File: src/rtl/xor5_rr_arbiter.sv
// Two-requester round-robin front end sharing one 5-bit XOR slice.
// Operands and result are registered, and only one operation is in flight at a time.

module _5bit_xor (
    input  logic [4:0] a,
    input  logic [4:0] b,
    output logic [4:0] y
);
    assign y = a ^ b;
endmodule

module xor5_rr_arbiter #(
    parameter int unsigned FIRST_GRANT = 0,
    parameter int unsigned CNT_W       = 8
) (
    input  logic             clk,
    input  logic             rst,
    input  logic             req0_valid,
    input  logic [4:0]       req0_a,
    input  logic [4:0]       req0_b,
    output logic             req0_ready,
    input  logic             req1_valid,
    input  logic [4:0]       req1_a,
    input  logic [4:0]       req1_b,
    output logic             req1_ready,
    output logic             res_valid,
    output logic [4:0]       res_data,
    output logic             res_id,
    input  logic             res_ready,
    output logic             busy,
    output logic [CNT_W-1:0] op_count
);
    typedef enum logic [1:0] {IDLE, EXEC, DONE} state_t;

    localparam logic FG = 1'(FIRST_GRANT);

    state_t     state, state_nxt;
    logic       gnt_any, gnt;
    logic [4:0] opa, opb, xor_y;
    logic       idr, last_grant;

    _5bit_xor u_xor (
        .a (opa),
        .b (opb),
        .y (xor_y)
    );

    // When both requesters are valid, the one not served last wins.
    always_comb begin
        gnt_any = req0_valid | req1_valid;
        if (req0_valid && req1_valid) gnt = ~last_grant;
        else                          gnt = req1_valid;
    end

    always_ff @(posedge clk) begin
        if (rst) state <= IDLE;
        else     state <= state_nxt;
    end

    always_comb begin
        state_nxt = state;
        case (state)
            IDLE:    if (gnt_any) state_nxt = EXEC;
            EXEC:    state_nxt = DONE;
            DONE:    if (res_ready) state_nxt = IDLE;
            default: state_nxt = IDLE;
        endcase
    end

    always_comb begin
        req0_ready = 1'b0;
        req1_ready = 1'b0;
        if (state == IDLE && gnt_any) begin
            req0_ready = ~gnt;
            req1_ready = gnt;
        end
        busy = (state != IDLE);
    end

    always_ff @(posedge clk) begin
        if (rst) begin
            opa        <= '0;
            opb        <= '0;
            idr        <= 1'b0;
            last_grant <= ~FG;
            res_valid  <= 1'b0;
            res_data   <= '0;
            res_id     <= 1'b0;
            op_count   <= '0;
        end else begin
            case (state)
                IDLE: if (gnt_any) begin
                    opa        <= gnt ? req1_a : req0_a;
                    opb        <= gnt ? req1_b : req0_b;
                    idr        <= gnt;
                    last_grant <= gnt;
                end
                EXEC: begin
                    res_data  <= xor_y;
                    res_id    <= idr;
                    res_valid <= 1'b1;
                end
                DONE: if (res_ready) begin
                    res_valid <= 1'b0;
                    op_count  <= op_count + 1'b1;
                end
                default: ;
            endcase
        end
    end
endmodule

File: config.mk
export PLATFORM = sky130hd
export DESIGN_NAME = xor5_rr_arbiter
export DESIGN_NICKNAME = d
export VERILOG_FILES = /design/src/rtl/xor5_rr_arbiter.sv
export SDC_FILE = /design/constraint.sdc
export NUM_CORES = 1
export LEC_CHECK = 0
export BUFFER_PORTS_ARGS = -buffer_cell sky130_fd_sc_hd__buf_2
export CAP_MARGIN = 20
export CORE_AREA = 10 10 61 63
export CTS_CLUSTER_SIZE = 28
export DETAILED_ROUTE_END_ITERATION = 8
export DIE_AREA = 0 0 71 73
export GPL_TIMING_DRIVEN = 0
export PLACE_DENSITY = 0.8
export SLEW_MARGIN = 5
export SYNTH_ARGS = -nofsm -noshare
export SYNTH_HDL_FRONTEND = slang
export SYNTH_SLANG_ARGS = --single-unit
File: constraint.sdc
create_clock -name clk -period 3.3 [get_ports clk]
set_input_delay 0.66 -clock clk [delete_from_list [all_inputs] [get_ports clk]]
set_output_delay 0.66 -clock clk [all_outputs]
set_load 0.02 [all_outputs]
# After elaboration in Yosys (flattened, before gate mapping)
# Cells that the tools add are included.
# Widths: inputs -> output; s select.
[op_classes]
add_sub_neg = 1
eq_ne = 4
mux = 10
n_bitwise = 4
n_reduce_logical = 9
[ops]
columns = ["op", "count"]
rows = [
  ["$mux 5", 2],
  ["$add 8x1->8 const B", 1],
  ["$reduce_and 2->1", 4],
  ["$pmux 2 s3", 1],
  ["$xor 5x5->5", 1],
  ["$mux 1", 4],
  ["$mux 2", 2],
  ["$ne 2x2->1 const B", 2],
  ["$reduce_bool 2->1", 2],
  ["$eq 2x1->1 const B", 1],
  ["$eq 2x2->1 const B", 1],
  ["$logic_and 1x1->1", 2],
  ["$logic_not 2->1", 1],
  ["$not 1->1", 2],
  ["$pmux 1 s2", 1],
  ["$or 1x1->1", 1],
]
[word_totals]
reg_bits = 29
input_bits = 25
output_inout_bits = 18

# Logic depth before layout (Yosys ltp)
# Gate-level depths: netlist of run 1.
[logic_depth]
depth_word = 4
ltp_mapped = 5
mapped_depth_nobuf = 4

# Hierarchy
# Synthesis of run 1 repeated with hierarchy kept, for this count alone.
[hier_totals]
cells_unflattened = 149
hier_area_um2 = 1290.0
[by_module_without_submodules]
columns = ["mod", "n_inst", "cells_per_inst", "area_per_inst_um2"]
rows = [
  ["xor5_rr_arbiter", 1, 144, 1246.2],
  ["_5bit_xor", 1, 5, 43.8],
]

# Worst setup path before layout of run 1
# OpenSTA, ideal clock, no wires.
[synth_path]
path_kind = "in2out"
from = "input port req1_valid"
to = "output port req1_ready"
arrival_time_ns = 1.373
required_time_ns = 2.640
path_slack_ns = 1.267
cell_stages = 4
path_buffers = 1
path_cell_list = "nor3b_1 > buf_2 > nand2_1 > inv_1"
[synth_via]
elab_chain_len = 3
word_cells_on_any_way = 5
[synth_lines]
columns = ["element", "line", "source"]
rows = [
  ["start, declared", "22", "input logic req1_valid,"],
  ["$logic_and 1x1->1 / $or 1x1->1 (equally long branches)", "51, 50", ""],
  ["$mux 1 / $logic_and 1x1->1 (equally long branches)", "51, 73", ""],
  ["$mux 1 (*)", "73", "if (state == IDLE && gnt_any) begin"],
  ["end, declared", "25", "output logic req1_ready,"],
]
# Every way passes the cells marked *; elsewhere a longest branch is shown, timed or not.

# Worst setup path in the final report of run 1
[layout_path]
from = "register state[1]"
to = "output port req1_ready"
[layout_via]
elab_chain_len = 3
[layout_lines]
columns = ["element", "line", "source"]
rows = [
  ["start, declared", "37", "state_t state, state_nxt;"],
  ["start signal, assigned", "57", "else state <= state_nxt;"],
  ["$logic_not 2->1", "73", ""],
  ["$logic_and 1x1->1", "73", ""],
  ["$mux 1", "73", ""],
]
# Every way passes these cells.

==> impl_metrics.env, run 1 <==
export IMPL_status="completed"
export IMPL_initial_core_util_pct=49.28
export IMPL_first_iter_violations=76
export IMPL_power_leakage_nw=0.6749
export IMPL_chipHeight_um=73
export IMPL_syn_avg_cell_area_sq_um=8.592
export IMPL_io_buffer_count=41
export IMPL_min_period_over_period_pct=73.89
export IMPL_slew_headroom_pct=68.91
export IMPL_cts_tree="done"
export IMPL_ctsHoldBuffers=0
export IMPL_synth_largest_area_cell="dfxtp_1"
export IMPL_die_w_um=71
export IMPL_synth_seq_cells=29
export IMPL_dpl_hpwl_um=2520
export IMPL_max_cap_violations=0
export IMPL_yosys_area_top_type_share_pct=45.05
export IMPL_dr_pass1_iters=4
export IMPL_groute_usage_overall_pct=13.18
export IMPL_clock_path_buffers=2
export IMPL_peakVddDrop_uv=344.8
export IMPL_rows=19
export IMPL_gp_congestion=0.8385
export IMPL_via_per_inst=5.543
export IMPL_wirelength_um=3246
export IMPL_cp_max_fo=10
export IMPL_synth_seq_area_share_pct=45.05
export IMPL_end_kind="output pin"
export IMPL_antennaDiodeCount=0
export IMPL_htree_num_levels=2
export IMPL_setup_viol=0
export IMPL_syn_cell_area_sq_mm=0.001289
export IMPL_final_hold_viol_count=0
export IMPL_postSynth_asyncResetShare_pct=0
export IMPL_synth_cell_types=31
export IMPL_postRouteAntennaNets=0
export IMPL_yosysWarnings=0
export IMPL_gr_total_overflow=0
export IMPL_critPathKind="flip-flop to output pin"
export IMPL_fin_crit_ns=2.438
export IMPL_finalClockSkew_ns=0.007452
export IMPL_drive_above_1_share_pct=28.14
export IMPL_yosys_top_cells_area="dfxtp_1, nand3_1, a31oi_1"
export IMPL_wl_per_cell_um=14.11
export IMPL_clk_latency_ns=0.33
export IMPL_r2r_cells=5
export IMPL_rsz0062_at_grt="false"
export IMPL_arrival_ns=1.78
export IMPL_power_per_cell_area_mw_per_mm2=468.3
export IMPL_core_sq_mm=0.002615
export IMPL_grt_max_degree=11
export IMPL_synth_edf_count=0
export IMPL_slew_viol_final=0
export IMPL_synthCells=150
export IMPL_clock_sinks=29
export IMPL_total_power_uw=741.9
export IMPL_root_buffer="clkbuf_4"
export IMPL_mostFrequentLayoutCell="buf_2"
export IMPL_vias=1275
export IMPL_hold_class="flip-flop to flip-flop"
export IMPL_io_pins=43
export IMPL_antenna_found_initial=0
export IMPL_grt_pass1_vias=1299
export IMPL_ys_flop_type="dfxtp_1"
export IMPL_area_delta_synth_final_pct=22.91
export IMPL_cp_required_ns=2.64
export IMPL_grt_first_pass_wirelength_um=5616
export IMPL_post_route_drc_count=0
export IMPL_fp_dieArea_sq_mm=0.005183
export IMPL_holdPathStages=2
export IMPL_postCtsSetupRepairBufs=0
export IMPL_path_clk_slew_ns=0.09
export IMPL_cts_buffers=5
export IMPL_cts_resized=0
export IMPL_layout_common_cells="buf_2, dfxtp_1, nand3_1, nor2_1, o21ai_0"
export IMPL_start_kind="flip-flop"
export IMPL_final_nets=224
export IMPL_fmax_ghz=0.4101
export IMPL_worst_pin_slew_ns=0.4663
export IMPL_syn_num_nets=176
export IMPL_tns_ns=0
==> stage by stage <==
stage	setup slack (ns)	hold slack (ns)	std cells	instance area [sq um]	util, %
2_1_floorplan	1.267	0.4498	150	1289	-
3_3_place_gp	0.9801	0.4590	222	1533	58.61
3_5_place_dp	0.9483	0.4692	222	1533	58.61
4_1_cts	0.8556	0.4836	230	1584	60.57
5_1_grt	0.7324	0.5104	230	1584	60.57
6_report	0.8615	0.4785	230	1584	60.57
==> where the power goes <==
group	leakage, nW	total, mW	internal [mW]	switching [mW]
Sequential	0.237	0.391	0.375	0.0161
Clock	0.0320	0.205	0.0809	0.124
Combinational	0.405	0.146	0.0611	0.0847
Total	0.675	0.742	0.517	0.225
==> metal layers <==
metal	vias up	wire length, um	GRT usage [%]
li1	639	-	-
met1	576	1319	13.83
met2	53	1580	22.26
met3	7	267	5.170
met4	0	78	7.097
met5	-	0	0
==> cell families after synthesis <==
group / synth area share [%]
flops: 45.05
buf+inv: 4.466
compound gates: 17.57
fa+ha+maj: 0.9707
simple gates: 25.63
mux: 1.553
xor+xnor: 4.757
==> synthesized netlist by cell type (all sizes together) (3+ instances only) <==
cell type   n
o31ai       3
nor3b       3
a31oi      10
buf         6
nor2       13
a211oi      5
clkbuf      5
xnor2       5
o21ai      12
a21oi       7
nand2       6
dfxtp      29
nand3      21
or4         3
==> final cells by class <==
type | instances | area [sq um]
Inverter | 2 | 7.507
Timing Repair Buffer | 41 | 205.2
Clock inverter | 2 | 10.01
Clock buffer | 6 | 41.29
Buffer | 11 | 50.05
Multi-Input combinational cell | 108 | 650.6
Sequential cell | 29 | 580.6
Fill cell | 271 | 1031
Tap cell | 31 | 38.79
==> worst max-delay path, cell delays in order, from the launching register on <==
cell	delay (ns)
dfxtp_1	0.31
buf_4	0.16
nor3b_1	0.36
buf_2	0.29
nand2_1	0.10
inv_1	0.07
buf_2	0.15
==> sequential cells by signal (all words and copies together) (netlist names) <==
register and count:
idr 1, last_grant 1, op_count 8, opa 5, opb 5, res_data 5
res_id 1, res_valid 1, state 2
==> worst paths after layout <==
check	endpoint	start	slack, ns
min reg2reg	idr	idr	0.48
max reg2reg	opa[0]	state[1]	1.81
max	req1_ready	state[1]	0.86
min	idr	idr	0.48
(Power assumes the default switching activity.)
==> run 2: changes to the inputs <==
- CORE_AREA: 10 10 61 63 -> 10 10 66 68
- DIE_AREA: 0 0 71 73 -> 0 0 76 78
- PLACE_DENSITY: 0.8 -> 0.71
- clock period: 3.3 -> 2.1 ns (I/O delays scaled with it)
==> run 2 against run 1 <==
Net effect: total power increased by 68%; via count decreased by 2.0%; sequential cell count unchanged; die area increased by 14%; final cell count increased by 6.5%; first-iteration DRC count decreased by 24%; largest power group unchanged; highest routed layer unchanged.
==> impl_metrics.env, run 2 (synthesized netlist as in run 1, its figures left out) <==
export IMPL_status="completed"
export IMPL_slowest_stage="dfxtp_1"
export IMPL_cts_tree="done"
export IMPL_core_sq_mm=0.003179
export IMPL_slew_headroom_pct=68.74
export IMPL_worst_pin_slew_ns=0.4689
export IMPL_dr_pass1_iters=4
export IMPL_r2r_cells=4
export IMPL_groute_usage_overall_pct=11.54
export IMPL_setup_viol=0
export IMPL_die_w_um=76
export IMPL_power_frac_comb_pct=19.0
export IMPL_critPathKind="flip-flop to output pin"
export IMPL_largest_reg_flops=8
export IMPL_slew_viol_final=0
export IMPL_cp_num_cells=6
export IMPL_p_clk_share_pct=31.5
export IMPL_via_per_inst=5.102
export IMPL_final_nets=224
export IMPL_cts_buffers=5
export IMPL_arrival_ns=1.57
export IMPL_path_delay_family="buffers and inverters"
export IMPL_clk_latency_ns=0.33
export IMPL_switchingPower_uw=359.4
export IMPL_ctsHoldBuffers=0
export IMPL_cpPeakStageDelay_ns=0.30
export IMPL_htree_num_levels=2
export IMPL_fin_ws_ns=0.1096
export IMPL_layout_common_cells="buf_2, dfxtp_1, nand3_1, nor2_1, o21ai_0"
export IMPL_root_buffer="clkbuf_4"
export IMPL_path_buf_inv=4
export IMPL_p_seq_share_pct=49.6
export IMPL_dpl_hpwl_um=2429
export IMPL_postRouteAntennaNets=0
export IMPL_min_period_over_period_pct=94.78
export IMPL_utilization_pct=51.63
export IMPL_fin_crit_ns=1.990
export IMPL_largest_register="op_count"
export IMPL_hold_class="input port to flip-flop"
export IMPL_max_cap_violations=0
export IMPL_antennaDiodeCount=0
export IMPL_clock_path_buffers=2
export IMPL_cp_required_ns=1.68
export IMPL_post_place_ws_ns=0.2355
export IMPL_io_buffer_count=41
export IMPL_wirelength_um=3233
export IMPL_post_route_drc_count=0
export IMPL_finalClockSkew_ns=0.009521
export IMPL_grt_max_degree=11
export IMPL_io_pins=43
export IMPL_initial_core_util_pct=40.54
export IMPL_grt_first_pass_wirelength_um=5644
export IMPL_final_cell_area_sq_mm=0.001642
export IMPL_holdPathStages=3
export IMPL_clock_sinks=29
export IMPL_crit_chain="buf_4, nor3b_2, buf_6, nand2_1, inv_1, buf_2"
export IMPL_power_per_cell_area_mw_per_mm2=757.9
export IMPL_fmax_ghz=0.5024
export IMPL_gr_total_overflow=0
export IMPL_end_kind="output pin"
export IMPL_final_hold_viol_count=0
export IMPL_dpl_cell_area_sq_mm=0.001551
export IMPL_start_kind="flip-flop"
export IMPL_chipHeight_um=78
export IMPL_path_clk_slew_ns=0.10
export IMPL_rows=21
export IMPL_antenna_found_initial=0
export IMPL_fp_dieArea_sq_mm=0.005928
export IMPL_gp_congestion=0.7277
export IMPL_grt_pass1_vias=1316
export IMPL_mostFrequentLayoutCell="buf_2"
export IMPL_wl_per_cell_um=13.20
export IMPL_peakVddDrop_uv=384.1
export IMPL_cp_max_fo=10
export IMPL_sw_frac_of_total_pct=28.89
export IMPL_vias=1250
export IMPL_postCtsSetupRepairBufs=0
export IMPL_first_iter_violations=58
export IMPL_area_delta_synth_final_pct=27.38
export IMPL_total_power_mw=1.244
export IMPL_whs_ns=0.3365
export IMPL_power_leakage_nw=0.6901
export IMPL_p_int_uw=884.7
export IMPL_drive_above_1_share_pct=29.15
==> run 2: changes by cell type in the layout (fill, tap and decap cells not counted), sizes merged <==
| cell | previous run | this run |
|---|---|---|
| clkbuf | 11 | 12 |
| clkinv | 2 | 1 |
==> run 2: per-layer routing <==
layer	up-vias	global-route usage, %	wire (um)
met4	0	6.818	69
met5	-	0	0
li1	644	-	-
met1	567	11.78	1473
met2	32	19.22	1471
met3	7	5.184	218
==> run 2: layout make-up <==
| type | instances | area (sq um) |
|---|---|---|
| Clock buffer | 7 | 65.06 |
| Clock inverter | 1 | 5.005 |
| Tap cell | 46 | 57.56 |
| Sequential cell | 29 | 580.6 |
| Multi-Input combinational cell | 108 | 661.9 |
| Fill cell | 317 | 1538 |
| Buffer | 11 | 58.81 |
| Inverter | 2 | 7.507 |
| Timing Repair Buffer | 41 | 205.2 |
==> run 2: path summary, 6_finish.rpt <==
kind | slack, ns | endpoint | start
min | 0.34 | opa[4] | req1_a[4]
min reg2reg | 0.48 | op_count[7] | op_count[7]
max | 0.11 | req1_ready | state[1]
max reg2reg | 0.68 | res_data[4] | state[0]
==> run 2: what timing repair did <==
item | in CTS | in global routing
resized for setup | 2 | 4
endpoints found under the setup margin | 1 | 1
pin swaps | 0 | 2
==> run 2: worst reg2reg max path, cell delays in order, from the launching register on <==
cell      delay (ns)
dfxtp_1         0.55
nor2b_1         0.28
buf_2           0.25
nor2_1          0.06
a211oi_1        0.19
==> run 2: stage by stage <==
step / cells / setup TNS, ns
after global routing: 245 / -0.0002455
after global placement: 237 / 0
after floorplan: 150 / 0
after detailed placement: 237 / 0
final: 245 / 0
after CTS: 245 / 0
==> run 2: power groups by stage <==
stage,clock [mW],combinational [mW],sequential (mW)
after floorplan,0,0.140,0.640
after global placement,0,0.229,0.627
after detailed placement,0,0.229,0.629
after CTS,0.399,0.233,0.616
after global routing,0.425,0.262,0.622
final,0.391,0.236,0.617
==> run 3: changes to the inputs <==
- GPL_TIMING_DRIVEN: 0 -> unset
==> run 3 against run 2 <==
Net effect: global-route usage down 0.31 points; final cell count is 2.9% lower; hold slack gained 0.022 ns; clock skew is 0.0039 ns lower; via count shrank 0.16%; die area unchanged; clock power down 19%; critical path depth shrank 2; largest cell class unchanged; highest routed layer unchanged.
==> impl_metrics.env, run 3 (synthesized netlist as in run 1, its figures left out) <==
export IMPL_vias=1248
export IMPL_end_kind="output pin"
export IMPL_gp_congestion=0.7960
export IMPL_cts_tree="done"
export IMPL_grt_busiest_layer="met2"
export IMPL_postRouteAntennaNets=0
export IMPL_finalClockSkew_ns=0.005591
export IMPL_final_cells=238
export IMPL_initial_core_util_pct=40.54
export IMPL_mostFrequentLayoutCell="buf_2"
export IMPL_area_delta_synth_final_pct=22.43
export IMPL_min_to="opb[1]"
export IMPL_utilization_pct=49.63
export IMPL_worst_pin_slew_ns=0.5934
export IMPL_grt_pass1_vias=1308
export IMPL_status="completed"
export IMPL_core_sq_mm=0.003179
export IMPL_slew_viol_final=0
export IMPL_grt_first_pass_wirelength_um=5630
export IMPL_cts_resized=0
export IMPL_critPathKind="flip-flop to output pin"
export IMPL_io_buffer_count=42
export IMPL_ctsHoldBuffers=0
export IMPL_hold_path_startpoint="req1_b[1]"
export IMPL_fin_crit_ns=1.834
export IMPL_wirelength_um=3252
export IMPL_power_leakage_nw=0.6579
export IMPL_wl_per_cell_um=13.66
export IMPL_htree_num_levels=2
export IMPL_largest_register="op_count"
export IMPL_setup_viol=0
export IMPL_use_met1_pct=12.05
export IMPL_chipHeight_um=78
export IMPL_peakVddDrop_uv=321.2
export IMPL_drive_above_1_share_pct=27.60
export IMPL_grt_use_met3_pct=5.645
export IMPL_worstReg2RegStart="state[1]"
export IMPL_slew_headroom_pct=60.30
export IMPL_met2_usage_pct=18.45
export IMPL_io_pins=43
export IMPL_layout_common_cells="buf_2, dfxtp_1, nand3_1, nor2_1, o21ai_0"
export IMPL_grt_max_degree=30
export IMPL_final_nets=217
export IMPL_power_per_cell_area_mw_per_mm2=732.2
export IMPL_cp_required_ns=1.68
export IMPL_rows=21
export IMPL_post_route_drc_count=0
export IMPL_clk_latency_ns=0.32
export IMPL_dpl_hpwl_um=2469
export IMPL_postCtsSetupRepairBufs=0
export IMPL_dr_pass1_iters=4
export IMPL_whs_ns=0.3584
export IMPL_antenna_found_initial=0
export IMPL_via_per_inst=5.244
export IMPL_largest_reg_flops=8
export IMPL_fp_dieArea_sq_mm=0.005928
export IMPL_path_clk_slew_ns=0.09
export IMPL_gr_total_overflow=0
export IMPL_arrival_ns=1.41
export IMPL_r2r_setup_slack_ns=0.57
export IMPL_final_hold_viol_count=0
export IMPL_timing_rr_end="op_count[7]"
export IMPL_antennaDiodeCount=0
export IMPL_groute_usage_overall_pct=11.23
export IMPL_clock_sinks=29
export IMPL_r2r_cells=3
export IMPL_max_cap_violations=0
export IMPL_cp_max_fo=10
export IMPL_holdPathStages=3
export IMPL_fmax_ghz=0.5454
export IMPL_start_kind="flip-flop"
export IMPL_cts_buffers=5
export IMPL_min_period_over_period_pct=87.31
export IMPL_tns_ns=0
export IMPL_rsz0062_at_grt="false"
export IMPL_clock_path_buffers=2
export IMPL_die_w_um=76
export IMPL_first_iter_violations=80
export IMPL_placed_cells=230
export IMPL_hold_class="input port to flip-flop"
export IMPL_root_buffer="clkbuf_4"
==> run 3: worst max path at each step <==
stage / from / end / slack, ns / cells past startpoint
floorplan: state[1] / req1_ready / 0.52 / 5
global placement: req0_valid / req1_ready / 0.55 / 5
detailed placement: req1_valid / req0_ready / 0.50 / 4
CTS: state[1] / req1_ready / 0.25 / 4
global route: state[1] / req1_ready / 0.13 / 4
finish: state[1] / req1_ready / 0.27 / 4
==> run 3: layout make-up <==
| type | instances | area (sq um) |
|---|---|---|
| inverter | 2 | 7.507 |
| sequential | 29 | 580.6 |
| timing repair buffer | 45 | 232.7 |
| multi-input combinational | 108 | 650.6 |
| fill | 310 | 1602 |
| clock buffer | 8 | 48.80 |
| tap | 46 | 57.56 |
==> run 3: per-stage QoR <==
stage	setup slack [ns]	total power [mW]	area, sq um
final	0.2664	1.155	1578
after global routing	0.1267	1.225	1578
after CTS	0.2462	1.164	1578
after detailed placement	0.5041	0.8539	1529
after global placement	0.5487	0.8454	1529
after floorplan	0.5210	0.7805	1289
==> run 3: metal layers <==
metal	up-vias	routed length (um)
met2	49	1596
met1	573	1381
met4	0	12
li1	624	-
met5	-	0
met3	2	261
==> run 3: critical path, cell delays in order, from the launching register on <==
cell     delay (ns)
dfxtp_1        0.44
nor3b_1        0.31
nand2_1        0.12
inv_1          0.07
buf_2          0.15
==> run 3: report_power, final <==
group	leakage (nW)	switching [mW]	internal [mW]
Sequential	0.237	0.0307	0.589
Clock	0.0265	0.182	0.133
Combinational	0.394	0.126	0.0938
Total	0.658	0.339	0.816
